==> src/rtl/spi_pkg.sv <==
// Shared definitions for the SPI master: FSM encoding, bus mode and idle levels.
package spi_pkg;

  typedef enum logic [1:0] {
    IDLE  = 2'd0,
    SETUP = 2'd1,
    XFER  = 2'd2,
    HOLD  = 2'd3
  } spi_state_t;

  localparam int   SPI_MODE    = 0;
  localparam logic SPI_CPOL    = 1'(SPI_MODE >> 1);
  localparam int   CLK_DIV_MIN = 4;
  localparam logic CE_IDLE     = 1'b1;

endpackage

==> src/rtl/spi_clkgen.sv <==
// SCLK half-period generator: strobes at the end of each half-period while enabled.
module spi_clkgen
  import spi_pkg::*;
#(
  parameter int CLK_DIV = 6
) (
  input  logic clk,
  input  logic rst,
  input  logic en,
  input  logic go,
  input  logic last,
  output logic rise_tick,
  output logic fall_tick,
  output logic sclk
);

  localparam logic [7:0] HALF_END = 8'(CLK_DIV - 1);

  logic [7:0] cnt;
  logic       tick;

  assign tick      = en && (cnt == HALF_END);
  assign rise_tick = tick && (sclk == SPI_CPOL);
  assign fall_tick = tick && (sclk != SPI_CPOL);

  // go launches the first high half-period; last keeps SCLK low through the closing low half
  always_ff @(posedge clk or posedge rst) begin
    if (rst) begin
      cnt  <= '0;
      sclk <= SPI_CPOL;
    end else if (!en) begin
      cnt  <= '0;
      sclk <= go ? ~SPI_CPOL : SPI_CPOL;
    end else if (tick) begin
      cnt  <= '0;
      sclk <= (last || (sclk != SPI_CPOL)) ? SPI_CPOL : ~SPI_CPOL;
    end else begin
      cnt  <= cnt + 8'd1;
    end
  end

endmodule

==> src/rtl/spi_master.sv <==
// SPI mode-0 master: WIDTH-bit MSB-first transfers to CE0/CE1 with start/busy/done handshake.
module spi_master
  import spi_pkg::*;
#(
  parameter int CLK_DIV = 6,
  parameter int WIDTH   = 8
) (
  input  logic             clk,
  input  logic             rst,
  input  logic             start,
  input  logic             cs_sel,
  input  logic [WIDTH-1:0] tx_data,
  output logic [WIDTH-1:0] rx_data,
  output logic             busy,
  output logic             done,
  output logic             SCLK,
  output logic             MOSI,
  input  logic             MISO,
  output logic             CE0,
  output logic             CE1
);

  localparam int         DIV    = (CLK_DIV < CLK_DIV_MIN) ? CLK_DIV_MIN : CLK_DIV;
  localparam int         BW     = $clog2(WIDTH) + 1;
  localparam logic [7:0] PH_END = 8'(DIV - 1);

  spi_state_t       state, state_nxt;
  logic [7:0]       ph_cnt;
  logic             ph_done;
  logic [BW-1:0]    bit_cnt;
  logic             last;
  logic [WIDTH-1:0] tx_sr, tx_nxt;
  logic [WIDTH-1:0] rx_sr, rx_nxt;
  logic             rise_tick, fall_tick;
  logic             accept, xfer_end, hold_end;

  assign ph_done  = (ph_cnt == PH_END);
  assign last     = (bit_cnt == BW'(WIDTH));
  assign accept   = (state == IDLE) && start;
  assign xfer_end = (state == XFER) && rise_tick && last;
  assign hold_end = (state == HOLD) && ph_done;
  assign tx_nxt   = tx_sr << 1;
  assign rx_nxt   = (rx_sr << 1) | WIDTH'(MISO);

  spi_clkgen #(
    .CLK_DIV (DIV)
  ) u_clkgen (
    .clk       (clk),
    .rst       (rst),
    .en        (state == XFER),
    .go        ((state == SETUP) && ph_done),
    .last      (last),
    .rise_tick (rise_tick),
    .fall_tick (fall_tick),
    .sclk      (SCLK)
  );

  always_ff @(posedge clk or posedge rst) begin
    if (rst) state <= IDLE;
    else     state <= state_nxt;
  end

  always_comb begin
    state_nxt = state;
    case (state)
      IDLE:    if (start)    state_nxt = SETUP;
      SETUP:   if (ph_done)  state_nxt = XFER;
      XFER:    if (xfer_end) state_nxt = HOLD;
      HOLD:    if (ph_done)  state_nxt = IDLE;
      default:               state_nxt = IDLE;
    endcase
  end

  // SETUP and HOLD each last one half-period, timed here rather than in the clock generator
  always_ff @(posedge clk or posedge rst) begin
    if (rst)
      ph_cnt <= '0;
    else if (((state == SETUP) || (state == HOLD)) && !ph_done)
      ph_cnt <= ph_cnt + 8'd1;
    else
      ph_cnt <= '0;
  end

  always_ff @(posedge clk or posedge rst) begin
    if (rst)            bit_cnt <= '0;
    else if (accept)    bit_cnt <= '0;
    else if (fall_tick) bit_cnt <= bit_cnt + BW'(1);
  end

  // Bus-facing and handshake registers; every output is driven straight from a flop
  always_ff @(posedge clk or posedge rst) begin
    if (rst) begin
      busy    <= 1'b0;
      done    <= 1'b0;
      CE0     <= CE_IDLE;
      CE1     <= CE_IDLE;
      MOSI    <= 1'b0;
      rx_data <= '0;
    end else begin
      done <= 1'b0;
      if (accept) begin
        busy <= 1'b1;
        CE0  <= cs_sel ? CE_IDLE : ~CE_IDLE;
        CE1  <= cs_sel ? ~CE_IDLE : CE_IDLE;
        MOSI <= tx_data[WIDTH-1];
      end else if (fall_tick) begin
        MOSI <= tx_nxt[WIDTH-1];
      end else if (xfer_end) begin
        MOSI <= 1'b0;
      end else if (hold_end) begin
        busy    <= 1'b0;
        done    <= 1'b1;
        CE0     <= CE_IDLE;
        CE1     <= CE_IDLE;
        rx_data <= rx_sr;
      end
    end
  end

  always_ff @(posedge clk) begin
    if (accept)         tx_sr <= tx_data;
    else if (fall_tick) tx_sr <= tx_nxt;
    if (fall_tick)      rx_sr <= rx_nxt;
  end

endmodule

==> config.mk <==
export PLATFORM = sky130hd
export DESIGN_NAME = spi_master
export DESIGN_NICKNAME = d
export VERILOG_FILES = /design/src/rtl/spi_pkg.sv /design/src/rtl/spi_clkgen.sv /design/src/rtl/spi_master.sv
export SDC_FILE = /design/constraint.sdc
export NUM_CORES = 1
export LEC_CHECK = 0
export ABC_AREA = 1
export BUFFER_PORTS_ARGS = -buffer_cell sky130_fd_sc_hd__buf_2
export CAP_MARGIN = 20
export CORE_ASPECT_RATIO = 0.75
export CORE_MARGIN = 5
export CORE_UTILIZATION = 54
export CTS_CLUSTER_DIAMETER = 200
export DETAILED_ROUTE_END_ITERATION = 8
export PLACE_DENSITY = 0.79
export SLEW_MARGIN = 40
export SYNTH_ARGS = -nofsm -noshare
export SYNTH_HDL_FRONTEND = slang
export SYNTH_SLANG_ARGS = --single-unit
==> constraint.sdc <==
create_clock -name clk -period 1.83 [get_ports clk]
set_input_delay 0.0915 -clock clk [delete_from_list [all_inputs] [get_ports clk]]
set_output_delay 0.0915 -clock clk [all_outputs]
set_load 0.005 [all_outputs]
==> results.json, run 1 <==
{
  "detailedRoute.firstIterationViolations": 100,
  "globalRouteOverflowTotal": 0,
  "yosys_warnings": 0,
  "post-dp-hpwl_um": 3070,
  "power.static_leakage_nw": 1.29,
  "routed_wirelength_um": 4120,
  "floorplan.die_area_um2": 5900,
  "vdd_drop_max_uv": 740,
  "yosysTopAreaCell": "sky130_fd_sc_hd__dfrtp_1",
  "run_status": "finished, final reports clean",
  "setup.worst_path.end_class": "flop",
  "clock_path_buffers": 2,
  "setup.worst_path.start_class": "flop",
  "postSynthNetCount": 278,
  "wire_length_of_the_first_global_routing_pass_um": 7300,
  "post_route_standard_cell_area_excluding_fillers_um2": 2720,
  "timing_max_transition_violations_final": 0,
  "h-tree-depth": 2,
  "placeable_core_region_um2": 4390,
  "layout.cells.most_common": "sky130_fd_sc_hd__nand2_1",
  "timing.fmax_mhz": 593,
  "synth.avg_cell_area_um2": 9.46,
  "remaining_drc_errors": 0,
  "antenna-diode-count": 0,
  "timing.final.crit_share_pct": 92.1,
  "synth_area_leaders": "sky130_fd_sc_hd__dfrtp_1 35%, sky130_fd_sc_hd__edfxtp_1 19%, sky130_fd_sc_hd__nand2_1 10%, sky130_fd_sc_hd__ha_1 5.7%, sky130_fd_sc_hd__inv_1 5.3%",
  "drt_antenna_net_count": 0,
  "setup_viol_count_final": 0,
  "worst-slew-pin-transition_ns": 0.452,
  "floorplan.initialDensity_pct": 54.7,
  "clock_sink_count": 51,
  "post_route_cells_drive_above_1_share_pct": 18.6,
  "unrepaired_setup_endpoints_after_global_routing": "yes",
  "num_vias": 1705,
  "grt_max_degree": 37,
  "yosysSeqAreaShare_pct": 56.4,
  "ys_seq_elements": 51,
  "critical_path_peak_fanout": 9,
  "synth.distinct_cells": 28,
  "synth.cell_area_um2": 2400,
  "first_pass_iters": 4,
  "areaGrowthSynthToFinish_pct": 13.1,
  "grt_pass1_vias": 1626,
  "slew_headroom_pct": 69.9,
  "tritoncts_clock_tree": "built",
  "gpl.final_weighted_congestion": 0.835,
  "nets": 313,
  "power_density_nw_per_um2": 1090,
  "cts_inserted_buffers": 5,
  "gate_count_of_the_mapped_netlist": 254,
  "finalHoldViolations": 0,
  "cts.root.buffer_cell": "sky130_fd_sc_hd__clkbuf_8",
  "synth_top_cell_area_share_pct": 35.4,
  "portBuffers": 26,
  "core.rowCount": 21,
  "timing.critical_path.arrival_ns": 1.65,
  "critPathRequiredTime_ns": 1.80,
  "critPathKind": "reg -> reg",
  "post_dp_cell_area_um2": 2610,
  "worst_hold_path_type": "in -> reg",
  "die_h_um": 67.8,
  "vias_per_cell": 4.91,
  "gr-usage-all-layers_pct": 16.2,
  "worst_skew_pair_later_pin_latency_ns": 0.30,
  "clk_pin_slew_worst_paths_ns": 0.09,
  "max_clock_skew_ns": 0.00870,
  "fin_setup_tns_ns": 0,
  "layout_min_cycle_time_ns": 1.69,
  "average_routed_wire_per_standard_cell_um": 11.9,
  "ios": 27,
  "die_width_um": 87.0,
  "max_cap_violations": 0,
  "reg2regPathDepth": 6,
  "mostFrequentLayoutCells": "65 x sky130_fd_sc_hd__nand2_1, 34 x sky130_fd_sc_hd__dfrtp_1, 34 x sky130_fd_sc_hd__inv_1",
  "antenna_violations_before_repair": 0,
  "min_path_cells": 3
}
-- power by group --
group,total [mW],switching [mW],internal [mW]
registers,1.50,0.111,1.39
logic,0.849,0.525,0.323
clock network,0.612,0.350,0.262
-- sequential cells by signal, summed over array words and instances, names as in the netlist --
register,cells
CE0,1
CE1,1
MOSI,1
bit_cnt,4
busy,1
done,1
ph_cnt,8
rx_data,8
rx_sr,8
state,2
tx_sr,7
u_clkgen.cnt,8
u_clkgen.sclk,1
-- per-stage QoR --
step | hold WS [ns] | total power, mW | setup WS, ns | instances | utilization, %
3_3_place_gp | 0.219 | 2.33 | 0.222 | 337 | 59.5
3_5_place_dp | 0.223 | 2.38 | 0.138 | 337 | 59.5
6_report | 0.0147 | 2.96 | 0.145 | 347 | 61.9
2_1_floorplan | 0.190 | 2.11 | 0.338 | 254 | -
4_1_cts | 0.0116 | 2.99 | 0.124 | 347 | 61.8
5_1_grt | 0.0260 | 3.19 | 0.000324 | 347 | 61.9
-- critical path, cell delays in order (launching register included) --
cell,delay [ns]
sky130_fd_sc_hd__dfrtp_1,0.41
sky130_fd_sc_hd__inv_1,0.06
sky130_fd_sc_hd__ha_1,0.16
sky130_fd_sc_hd__nand3_2,0.10
sky130_fd_sc_hd__nor2_4,0.19
sky130_fd_sc_hd__nand3_4,0.13
sky130_fd_sc_hd__nand2_1,0.31
-- path summary, 6_finish.rpt --
check	end	start	slack (ns)
min in group asynchronous	rx_data[5]	rst	0.43
max in group asynchronous	CE0	rst	1.05
max	tx_sr[2]	u_clkgen.cnt[1]	0.14
min reg2reg	rx_sr[1]	rx_sr[0]	0.45
min	MOSI	tx_data[7]	0.01
max reg2reg	tx_sr[2]	u_clkgen.cnt[1]	0.14
-- Yosys cell counts (all sizes together) --
| master | n |
|---|---|
| dfrtp | 34 |
| nand2 | 68 |
| nor2 | 36 |
| clkbuf | 1 |
| nand3 | 15 |
| a21oi | 9 |
| o21ai | 10 |
| dfstp | 2 |
| o211ai | 1 |
| nand4 | 3 |
| nor3 | 2 |
| xnor2 | 1 |
| o21bai | 9 |
| edfxtp | 15 |
| ha | 11 |
| or2 | 1 |
| buf | 1 |
| inv | 35 |
-- layer usage --
layer  vias up  routed length (um)  GRT usage [%]  share of wire [%]
met1       797                2030           22.5                 49
met4         0                  45           5.84                1.1
met2        28                1880           24.5                 46
li1        874                   -              -                  -
met3         6                 164           4.27                4.0
met5         -                   0              0                  0
-- area by class of cell --
| cell class | count | area, um^2 |
|---|---|---|
| fillers | 378 | 1670 |
| flip-flops and latches | 51 | 1350 |
| multi-input cells | 166 | 911 |
| repair buffers | 30 | 165 |
| inverters | 35 | 131 |
| well taps | 57 | 71.3 |
| clock buffers | 5 | 68.8 |
| clock inverters | 3 | 15.0 |
-- what timing repair did --
action                                  4_1_cts  5_1_grt
gates resized for setup                       0        1
endpoints found under the setup margin        0        2
hold buffers                                  2        0
setup buffers                                 0        0
endpoints found under the hold margin        35        0
-- kinds of logic after synthesis --
kind of cell	Yosys count	synth area share, %
xor+xnor	1	0.365
flops	51	56.4
buf+inv	37	5.83
fa+ha+maj	11	5.73
simple gates	125	24.6
compound gates	29	7.08
(Power assumes the default switching activity.)
==> inputs of run 2 (changes only) <==
--- a/config.mk
+++ b/config.mk
@@ -8,7 +8,7 @@
 export ABC_AREA = 1
 export BUFFER_PORTS_ARGS = -buffer_cell sky130_fd_sc_hd__buf_2
 export CAP_MARGIN = 20
-export CORE_ASPECT_RATIO = 0.75
+export CORE_ASPECT_RATIO = 0.5
 export CORE_MARGIN = 5
 export CORE_UTILIZATION = 54
 export CTS_CLUSTER_DIAMETER = 200
==> run 2 against run 1 <==
Sequential power about the same; design area is 0.18% higher; critical path depth decreased by 2; sequential share of layout area fell by 0.092 points; clock power grew 4.2%; core utilization increased by 0.81 points; wire length grew 3.7%; setup slack better by 0.023 ns; maximum frequency increased by 1.4%; global-route usage shrank 0.34 points; clock skew shrank 0.0036 ns; critical endpoint is now tx_sr[1]; largest power group unchanged; highest routed layer unchanged.
==> results.json, run 2 (synthesis gave the netlist of run 1 again) <==
{
  "grt_pass1_vias": 1780,
  "unrepaired_setup_endpoints_after_global_routing": "no",
  "routed_wirelength_um": 4270,
  "timing.final.crit_share_pct": 90.8,
  "first_pass_iters": 4,
  "critPathKind": "reg -> reg",
  "floorplan.die_area_um2": 5960,
  "clock_path_buffers": 2,
  "gr-usage-all-layers_pct": 15.9,
  "layout.cells.most_common": "sky130_fd_sc_hd__nand2_1",
  "globalRouteOverflowTotal": 0,
  "placeable_core_region_um2": 4340,
  "drt_antenna_net_count": 0,
  "grt_max_degree": 37,
  "setup_viol_count_final": 0,
  "mostFrequentLayoutCells": "65 x sky130_fd_sc_hd__nand2_1, 34 x sky130_fd_sc_hd__dfrtp_1, 34 x sky130_fd_sc_hd__inv_1",
  "remaining_drc_errors": 0,
  "slew_headroom_pct": 68.9,
  "areaGrowthSynthToFinish_pct": 13.3,
  "portBuffers": 26,
  "min_path_cells": 3,
  "num_vias": 1729,
  "antenna_violations_before_repair": 0,
  "setup.worst_path.start_class": "flop",
  "fin_setup_tns_ns": 0,
  "timing.critical_path.arrival_ns": 1.64,
  "clk_pin_slew_worst_paths_ns": 0.09,
  "vdd_drop_max_uv": 502,
  "setup.worst_path.end_class": "flop",
  "finalHoldViolations": 0,
  "power_density_nw_per_um2": 1100,
  "nets": 313,
  "critPathTopFamily": "simple AND/OR/NAND/NOR gates",
  "core.rowCount": 17,
  "wire_length_of_the_first_global_routing_pass_um": 7790,
  "post_route_cells_drive_above_1_share_pct": 18.6,
  "antenna-diode-count": 0,
  "average_routed_wire_per_standard_cell_um": 12.3,
  "post-dp-hpwl_um": 3120,
  "power.static_leakage_nw": 1.28,
  "path_depth": 4,
  "total_power_mw": 2.99,
  "timing_max_transition_violations_final": 0,
  "dpl_worst_slack_ns": 0.179,
  "die_width_um": 104,
  "floorplan.initialDensity_pct": 55.4,
  "max_clock_skew_ns": 0.00513,
  "clock_sink_count": 51,
  "reg2regPathDepth": 4,
  "gpl.final_weighted_congestion": 0.825,
  "worst-slew-pin-transition_ns": 0.467,
  "tritoncts_clock_tree": "built",
  "worst_hold_path_type": "in -> reg",
  "detailedRoute.firstIterationViolations": 61,
  "postLayoutSetupSlackWorst_ns": 0.168,
  "vias_per_cell": 4.98,
  "master_of_the_slowest_instance_on_the_critical_path": "sky130_fd_sc_hd__dfrtp_1",
  "ios": 27,
  "cts.repair_timing.setup_buffer_count": 0,
  "critPathRequiredTime_ns": 1.81,
  "die_h_um": 57.2,
  "critical_path_peak_fanout": 9,
  "cts_inserted_buffers": 5,
  "cp.buffers_inverters": 1,
  "cts.root.buffer_cell": "sky130_fd_sc_hd__clkbuf_8",
  "layout_min_cycle_time_ns": 1.66,
  "timing.critical_path.slowest_cell_delay_ns": 0.42,
  "crit_path_cell_trace": "inv_1 -> ha_1 -> nand3_4 -> nand2_1",
  "worst_skew_pair_later_pin_latency_ns": 0.30,
  "timing.fmax_mhz": 602,
  "run_status": "finished, final reports clean",
  "max_cap_violations": 0,
  "h-tree-depth": 2
}
-- run 2: report_power, final --
group | switching (mW) | total (mW) | leakage, nW | internal (mW)
Combinational | 0.532 | 0.856 | 0.664 | 0.324
Sequential | 0.110 | 1.50 | 0.580 | 1.39
Clock | 0.372 | 0.638 | 0.0402 | 0.267
-- run 2: worst reg2reg max path, stage by stage (launching register included) --
cell                      delay (ns)
sky130_fd_sc_hd__dfrtp_1        0.42
sky130_fd_sc_hd__inv_1          0.14
sky130_fd_sc_hd__ha_1           0.33
sky130_fd_sc_hd__nand3_4        0.16
sky130_fd_sc_hd__nand2_1        0.29
-- run 2: area by class of cell --
type	count	area (um^2)
well taps	57	71.3
clock inverters	3	20.0
flip-flops and latches	51	1350
fillers	353	1620
multi-input cells	166	911
clock buffers	5	68.8
repair buffers	30	165
inverters	35	131
-- run 2: stage by stage --
stage,hold slack (ns),instances,area (um^2),util (%)
5_1_grt,0.0125,347,2720,62.7
3_3_place_gp,0.223,337,2610,60.1
3_5_place_dp,0.226,337,2610,60.1
2_1_floorplan,0.190,254,2400,-
6_report,0.00506,347,2720,62.7
4_1_cts,0.00183,347,2720,62.7
-- run 2: per-layer routing --
layer,vias up,GRT usage (%),wire [um]
met5,-,0,0
met4,0,3.69,24
met3,2,4.52,228
met2,31,26.4,2010
met1,820,20.9,2010
li1,876,-,-
-- run 2: path summary, 6_finish.rpt --
check / to / startpoint / slack (ns)
max: tx_sr[1] / state[0] / 0.17
min: MOSI / tx_data[7] / 0.005
max reg2reg: tx_sr[1] / state[0] / 0.17
min reg2reg: rx_sr[7] / rx_sr[6] / 0.46
max in group asynchronous: CE0 / rst / 1.04
min in group asynchronous: rx_data[3] / rst / 0.42
-- run 2: what timing repair did --
action,in CTS,in global routing
hold buffers,2,0
resized for setup,0,1
hold endpoints to repair,35,0
endpoints found under the setup margin,0,2
